===== config.mk =====
export PLATFORM = sky130hd
export DESIGN_NAME = control_fsm_flat
export DESIGN_NICKNAME = d
export VERILOG_FILES = /design/src/rtl/control_fsm_if.sv /design/src/rtl/control_fsm.sv /design/src/flat_wrapper.sv
export SDC_FILE = /design/constraint.sdc
export NUM_CORES = 1
export LEC_CHECK = 0
export ABC_AREA = 1
export BUFFER_PORTS_ARGS = -buffer_cell sky130_fd_sc_hd__buf_2
export CORE_MARGIN = 5
export CORE_UTILIZATION = 45
export CTS_CLUSTER_SIZE = 10
export DETAILED_ROUTE_END_ITERATION = 16
export GPL_ROUTABILITY_DRIVEN = 0
export GPL_TIMING_DRIVEN = 0
export PLACE_DENSITY = 0.83
export SLEW_MARGIN = 20
export SYNTH_ARGS = -nofsm -noshare
export SYNTH_HDL_FRONTEND = slang
export SYNTH_SLANG_ARGS = --single-unit

===== constraint.sdc =====
create_clock -name Clock -period 1.6 [get_ports Clock]
set_clock_uncertainty 0.1 [all_clocks]
set_input_delay 0.16 -clock Clock [delete_from_list [all_inputs] [get_ports Clock]]
set_output_delay 0.16 -clock Clock [all_outputs]
set_load 0.005 [all_outputs]

===== src/rtl/control_fsm_if.sv =====
// Bundle of the instruction-fetch input and all decoded control strobes
// leaving the sequencing controller. The controller uses the master modport;
// the datapath (or a testbench standing in for it) uses the slave modport.
interface control_fsm_if;
    logic [15:0] Instr;
    logic        PC_Up;
    logic        PC_Clr;
    logic [15:0] IR_Q;
    logic [7:0]  D_Addr;
    logic        D_Wr;
    logic        RF_s;
    logic [3:0]  RF_W_Addr;
    logic        RF_W_en;
    logic [3:0]  RF_Ra_Addr;
    logic [3:0]  RF_Rb_Addr;
    logic [2:0]  ALU_s0;
    logic [3:0]  State;
    logic        Halted;
    logic        Illegal;

    modport master (
        input  Instr,
        output PC_Up, PC_Clr, IR_Q, D_Addr, D_Wr, RF_s, RF_W_Addr, RF_W_en,
               RF_Ra_Addr, RF_Rb_Addr, ALU_s0, State, Halted, Illegal
    );

    modport slave (
        output Instr,
        input  PC_Up, PC_Clr, IR_Q, D_Addr, D_Wr, RF_s, RF_W_Addr, RF_W_en,
               RF_Ra_Addr, RF_Rb_Addr, ALU_s0, State, Halted, Illegal
    );
endinterface


===== src/rtl/control_fsm.sv =====
// Instruction-sequencing controller for the 16-bit processor.
// FETCH latches the ROM word into IR, DECODE dispatches on IR[15:12], and
// each execute state emits Moore-style strobes for data memory, register
// file and ALU. Every output is a register loaded from the next state and
// next IR, so Instr never reaches an output combinationally.
// Optional feature macro: CU_ILLEGAL_TRAP_EN (undefined opcodes trap to
// HALT and raise Illegal; otherwise they execute as NOOP).
module control_fsm #(
    parameter int          LOAD_WAIT = 1,        // legal range 1..3
    parameter logic [15:0] IR_RESET  = 16'h0000
) (
    input  logic           Clock,
    input  logic           Clear,
    control_fsm_if.master  bus
);
    typedef enum logic [3:0] {
        S_INIT   = 4'd0,
        S_FETCH  = 4'd1,
        S_DECODE = 4'd2,
        S_NOOP   = 4'd3,
        S_STORE  = 4'd4,
        S_LOAD_A = 4'd5,
        S_LOAD_B = 4'd6,
        S_ADD    = 4'd7,
        S_SUB    = 4'd8,
        S_HALT   = 4'd9
    } state_e;

    typedef struct packed {
        logic       pc_up;
        logic       pc_clr;
        logic [7:0] d_addr;
        logic       d_wr;
        logic       rf_s;
        logic [3:0] w_addr;
        logic       w_en;
        logic [3:0] ra_addr;
        logic [3:0] rb_addr;
        logic [2:0] alu_s0;
        logic       halted;
    } ctrl_t;

    localparam logic [1:0] WAIT_LAST = 2'(LOAD_WAIT - 1);

    state_e      state_q, state_d;
    logic [15:0] ir_q, ir_d;
    logic [1:0]  cnt_q, cnt_d;
    ctrl_t       ctrl_q, ctrl_d;
`ifdef CU_ILLEGAL_TRAP_EN
    logic        illegal_q, illegal_d;
`endif

    // Moore decode: strobes as a pure function of state and IR.
    function automatic ctrl_t decode(input state_e st, input logic [15:0] ir);
        ctrl_t c;
        c = '0;
        case (st)
            S_INIT:   c.pc_clr = 1'b1;
            S_FETCH:  c.pc_up  = 1'b1;
            S_STORE: begin
                c.d_addr  = ir[11:4];
                c.ra_addr = ir[3:0];
                c.d_wr    = 1'b1;
            end
            S_LOAD_A: begin
                c.d_addr = ir[11:4];
                c.rf_s   = 1'b1;
            end
            S_LOAD_B: begin
                c.d_addr = ir[11:4];
                c.rf_s   = 1'b1;
                c.w_addr = ir[3:0];
                c.w_en   = 1'b1;
            end
            S_ADD, S_SUB: begin
                c.ra_addr = ir[11:8];
                c.rb_addr = ir[7:4];
                c.w_addr  = ir[3:0];
                c.w_en    = 1'b1;
                c.alu_s0  = (st == S_ADD) ? 3'b001 : 3'b010;
            end
            S_HALT:   c.halted = 1'b1;
            default:  c = '0;
        endcase
        return c;
    endfunction

    // Next-state, IR, wait-counter and next-output computation.
    always_comb begin
        // NOTE: every variable gets a default first so no path leaves it unassigned, which would infer a latch.
        state_d = state_q;
        ir_d    = ir_q;
        cnt_d   = cnt_q;
`ifdef CU_ILLEGAL_TRAP_EN
        illegal_d = illegal_q;
`endif
        case (state_q)
            S_INIT:  state_d = S_FETCH;
            S_FETCH: begin
                ir_d    = bus.Instr;
                state_d = S_DECODE;
            end
            S_DECODE: begin
                case (ir_q[15:12])
                    4'h0: state_d = S_NOOP;
                    4'h1: state_d = S_STORE;
                    4'h2: begin
                        state_d = S_LOAD_A;
                        cnt_d   = 2'd0;
                    end
                    4'h3: state_d = S_ADD;
                    4'h4: state_d = S_SUB;
                    4'h5: state_d = S_HALT;
                    default: begin
`ifdef CU_ILLEGAL_TRAP_EN
                        state_d   = S_HALT;
                        illegal_d = 1'b1;
`else
                        state_d   = S_NOOP;
`endif
                    end
                endcase
            end
            S_NOOP, S_STORE, S_ADD, S_SUB: state_d = S_FETCH;
            S_LOAD_A: begin
                if (cnt_q == WAIT_LAST) begin
                    state_d = S_LOAD_B;
                    cnt_d   = 2'd0;
                end else begin
                    cnt_d = cnt_q + 2'd1;
                end
            end
            S_LOAD_B: begin
                state_d = S_FETCH;
                cnt_d   = 2'd0;
            end
            S_HALT:  state_d = S_HALT;
            default: state_d = S_INIT;
        endcase
        ctrl_d = decode(state_d, ir_d);
    end

    // Single state register; Clear overrides every transition, outputs registered.
    always_ff @(posedge Clock) begin
        // NOTE: sequential state uses non-blocking assignments so all registers update from pre-edge values.
        if (Clear) begin
            state_q <= S_INIT;
            ir_q    <= IR_RESET;
            cnt_q   <= 2'd0;
            ctrl_q  <= decode(S_INIT, IR_RESET);
`ifdef CU_ILLEGAL_TRAP_EN
            illegal_q <= 1'b0;
`endif
        end else begin
            state_q <= state_d;
            ir_q    <= ir_d;
            cnt_q   <= cnt_d;
            ctrl_q  <= ctrl_d;
`ifdef CU_ILLEGAL_TRAP_EN
            illegal_q <= illegal_d;
`endif
        end
    end

    assign bus.PC_Up      = ctrl_q.pc_up;
    assign bus.PC_Clr     = ctrl_q.pc_clr;
    assign bus.IR_Q       = ir_q;
    assign bus.D_Addr     = ctrl_q.d_addr;
    assign bus.D_Wr       = ctrl_q.d_wr;
    assign bus.RF_s       = ctrl_q.rf_s;
    assign bus.RF_W_Addr  = ctrl_q.w_addr;
    assign bus.RF_W_en    = ctrl_q.w_en;
    assign bus.RF_Ra_Addr = ctrl_q.ra_addr;
    assign bus.RF_Rb_Addr = ctrl_q.rb_addr;
    assign bus.ALU_s0     = ctrl_q.alu_s0;
    assign bus.State      = state_q;
    assign bus.Halted     = ctrl_q.halted;
`ifdef CU_ILLEGAL_TRAP_EN
    assign bus.Illegal    = illegal_q;
`else
    assign bus.Illegal    = 1'b0;
`endif
endmodule


===== src/flat_wrapper.sv =====
// flat-port wrapper written by rule: the top's interface ports become plain ports
module control_fsm_flat 
#(
    parameter int          LOAD_WAIT = 1,                           
    parameter logic [15:0] IR_RESET  = 16'h0000
)
  (Clock, Clear, bus_Instr, bus_PC_Up, bus_PC_Clr, bus_IR_Q, bus_D_Addr, bus_D_Wr, bus_RF_s, bus_RF_W_Addr, bus_RF_W_en, bus_RF_Ra_Addr, bus_RF_Rb_Addr, bus_ALU_s0, bus_State, bus_Halted, bus_Illegal);
  control_fsm_if bus_i ();
  input  logic Clock;
  input  logic Clear;
  input wire logic [$bits(bus_i.Instr)-1:0] bus_Instr;
  output wire logic [$bits(bus_i.PC_Up)-1:0] bus_PC_Up;
  output wire logic [$bits(bus_i.PC_Clr)-1:0] bus_PC_Clr;
  output wire logic [$bits(bus_i.IR_Q)-1:0] bus_IR_Q;
  output wire logic [$bits(bus_i.D_Addr)-1:0] bus_D_Addr;
  output wire logic [$bits(bus_i.D_Wr)-1:0] bus_D_Wr;
  output wire logic [$bits(bus_i.RF_s)-1:0] bus_RF_s;
  output wire logic [$bits(bus_i.RF_W_Addr)-1:0] bus_RF_W_Addr;
  output wire logic [$bits(bus_i.RF_W_en)-1:0] bus_RF_W_en;
  output wire logic [$bits(bus_i.RF_Ra_Addr)-1:0] bus_RF_Ra_Addr;
  output wire logic [$bits(bus_i.RF_Rb_Addr)-1:0] bus_RF_Rb_Addr;
  output wire logic [$bits(bus_i.ALU_s0)-1:0] bus_ALU_s0;
  output wire logic [$bits(bus_i.State)-1:0] bus_State;
  output wire logic [$bits(bus_i.Halted)-1:0] bus_Halted;
  output wire logic [$bits(bus_i.Illegal)-1:0] bus_Illegal;
  assign bus_i.Instr = bus_Instr;
  assign bus_PC_Up = bus_i.PC_Up;
  assign bus_PC_Clr = bus_i.PC_Clr;
  assign bus_IR_Q = bus_i.IR_Q;
  assign bus_D_Addr = bus_i.D_Addr;
  assign bus_D_Wr = bus_i.D_Wr;
  assign bus_RF_s = bus_i.RF_s;
  assign bus_RF_W_Addr = bus_i.RF_W_Addr;
  assign bus_RF_W_en = bus_i.RF_W_en;
  assign bus_RF_Ra_Addr = bus_i.RF_Ra_Addr;
  assign bus_RF_Rb_Addr = bus_i.RF_Rb_Addr;
  assign bus_ALU_s0 = bus_i.ALU_s0;
  assign bus_State = bus_i.State;
  assign bus_Halted = bus_i.Halted;
  assign bus_Illegal = bus_i.Illegal;
  control_fsm #(.LOAD_WAIT(LOAD_WAIT), .IR_RESET(IR_RESET)) u_core (.Clock(Clock), .Clear(Clear), .bus(bus_i));
endmodule

==> flow_summary.ini <==
[sta]
tightest_slew_ps = 522
hold_viol_final = 0
fin_crit_ps = 1610
max_freq_mhz = 622
setup_ws_ps = -7.06
rsz0062_at_grt = true
timing.final.crit_share = 1.00
setup_viol = 5
finalMaxSlewViolations = 0
slew_headroom = 0.652

[power]
ir_drop_mv = 0.921
p_int_mw = 2.41
pwr-share-comb = 0.327
power_mw = 3.59
p_sw_frac = 0.327
switchingPower_mw = 1.18
power.density_nw_per_um2 = 1340
power.leakage_nw = 1.34
p_clk_frac = 0.262
pwr-share-seq = 0.410

[global_route]
overflow = 0
antenna_found_initial = 0
grt_pass1_vias = 1536
grt_usage = 0.164
grt_max_degree = 17
grt_pass1_wl_um = 6900

[cells_and_area]
fin_nets = 309
fill_cells = 326
multi_input_area_um2 = 893
regArea_um2 = 1020
diodes = 0
utilization = 0.664
drive_gt1_frac = 0.531
syn_to_final_growth_pct = 42.7

[worst_setup_path]
cp_max_fo = 6
cpPeakStageDelay_ps = 330
cp_data_required_time_ps = 1750
arrival_ps = 1760
worst_setup_path_start_kind = flop
path_cells = inv_1, ha_2, inv_1, nand2_1, nand2_1, a21oi_4, nand3_4, nand2_8, nand2_8, nor2_2
r2r_cells = 10
crit_path_top_delay_cell = dfxtp_1
crit_type = flop to flop
cp-end-kind = flop

[synthesis]
synth_top_family_by_area = simple AND/OR/NAND/NOR gates
synth-compound-area-share = 0.0761
ys_warn_count = 0
synth_area_um2 = 1880
synth-seq-cells = 50
avgSynthCellArea_um2 = 9.15
synthMuxAreaShare = 0.0427
ys_seq_area_frac = 0.534
syn-instance-count = 205
postSynth.asyncResetShare = 0
synthSimpleGateAreaFrac = 0.260
synth-edff-count = 0
ys.flop_type = dfxtp_1
synthAdderAreaFrac = 0.0133
yosysUniqueCellTypes = 32
synth-xor-area-share = 0

[clocking]
cts_buffer_depth = 2
cts_tree = yes
cts_made_buffers = 5
clk_pin_slew_ps = 90
clockRootBuffer = clkbuf_8
htreeDepth = 2
clock-sinks = 50
insertion_delay_ps = 300

[hold_path]
hold_class = input pin to flop
whs_path_depth = 3

[floorplanning]
die_w_um = 74.6
boundaryPins = 68
start_util = 0.466
die-height_um = 74.6
coreArea_um2 = 4030
dieArea_um2 = 5560
placementRows = 23

[routing]
drt_iter0_drc = 55
ant_nets = 0
post_drt_via_cell_ratio = 4.76
wl_per_cell_um = 14.1
dr.pass1.iters = 5
drc = 0
vias = 1619
finalWirelength_um = 4800

[outcome]
status = complete, but fails checks
failed_checks = negative setup slack

[flow_run]
maxCapViolCount = 0

[placement]
portBuffers = 64
hpwl_um = 3160
synthesized netlist by cell type (2+ instances only):
master,n,area [um2]
mux2i_1,8,80.1
inv_1,15,56.3
buf_4,2,15.0
nand2_4,4,45.0
inv_2,5,18.8
ha_1,2,25.0
o21ai_0,7,35.0
and2_4,2,17.5
clkbuf_8,2,27.5
dfxtp_1,50,1000
o21ai_2,4,35.0
nor2_2,7,43.8
a21oi_1,4,20.0
nor2_1,36,135
nand3_2,2,20.0
nand2_2,4,25.0
nand2_1,29,109
nand3_1,8,40.0
registers in the layout (all words and copies together), names as in the netlist:
signal                 count
u_core.bus.PC_Up           1
u_core.bus.Halted          1
u_core.cnt_q               2
u_core.bus.State           4
u_core.bus.ALU_s0          2
u_core.bus.PC_Clr          1
u_core.bus.RF_W_en         1
u_core.bus.D_Addr          8
u_core.bus.RF_Ra_Addr      4
u_core.bus.RF_W_Addr       4
u_core.bus.RF_s            1
u_core.bus.RF_Rb_Addr      4
u_core.bus.D_Wr            1
u_core.bus.IR_Q           16
cell families after synthesis:
family	Yosys count
mux	8
other cells	1
flops	50
fa+ha+maj	2
simple gates	97
compound gates	20
buf+inv	27
layer usage:
metal / vias to the layer above / GRT usage / share of wire
met4: 0 / 0.0692 / 0.020
met1: 744 / 0.195 / 0.39
li1: 810 / - / -
met3: 11 / 0.0649 / 0.073
met2: 54 / 0.261 / 0.52
met5: - / 0 / 0
layout by cell type, fill, tap and decap left out, types with 5 or more instances in the layout:
master | Yosys | final
buf_2 | 0 | 64
dfxtp_1 | 50 | 41
nor2_1 | 36 | 32
nand2_1 | 29 | 24
inv_1 | 15 | 12
buf_4 | 2 | 12
clkbuf_8 | 2 | 8
nor2_2 | 7 | 8
o21ai_0 | 7 | 7
inv_2 | 5 | 6
nand2_4 | 4 | 6
nand3_1 | 8 | 6
nand2_2 | 4 | 5
dfxtp_4 | 0 | 5
repair_timing:
item	in CTS	in global routing
buffers inserted	1	10
hold endpoints to repair	7	0
resized for setup	17	36
pin swaps	4	9
endpoints found under the setup margin	29	26
hold buffers	1	0
critical path, delay by kind of cell (launching register included):
family	cells	cell delay, ps
flops	1	330
buf+inv	2	140
simple gates	6	600
compound gates	1	180
fa+ha+maj	1	190
power by group through the flow:
stage,logic (mW),registers (mW),clock network (mW)
2_1_floorplan,0.598,1.47,0
3_3_place_gp,0.842,1.46,0
3_5_place_dp,0.862,1.47,0
4_1_cts,0.925,1.45,0.962
5_1_grt,1.28,1.48,1.02
6_report,1.18,1.47,0.942
through the flow:
step                worst slack, ps  std cells  setup TNS [ps]  cell area [um2]  hold slack, ps
floorplan                       118        206               0             1880             223
global placement              -27.5        320            -159             2260             297
detailed placement            -78.0        320           -1090             2260             299
CTS                           0.665        330               0             2460            8.85
global route                   -105        340           -1480             2680            31.9
finish                        -7.06        340           -19.3             2680            18.0
area by class of cell:
cell class,instances,area share
clock buffer,6,0.0309
sequential,50,0.383
clock inverter,2,0.0145
buffer,6,0.0229
inverter,21,0.0327
multi-input combinational,129,0.334
tap,50,0.0234
timing repair buffer,76,0.159
worst paths after layout:
path	startpoint	endpoint	slack (ps)
worst max-delay path	u_core.cnt_q[1]	u_core.bus.RF_Rb_Addr[0]	-7
worst min-delay path	bus_Instr[15]	u_core.bus.IR_Q[15]	20
worst max register to register	u_core.cnt_q[1]	u_core.bus.RF_Rb_Addr[0]	-7
worst min register to register	u_core.cnt_q[0]	u_core.cnt_q[0]	380
No activity file was read; power rests on OpenSTA's default activity.
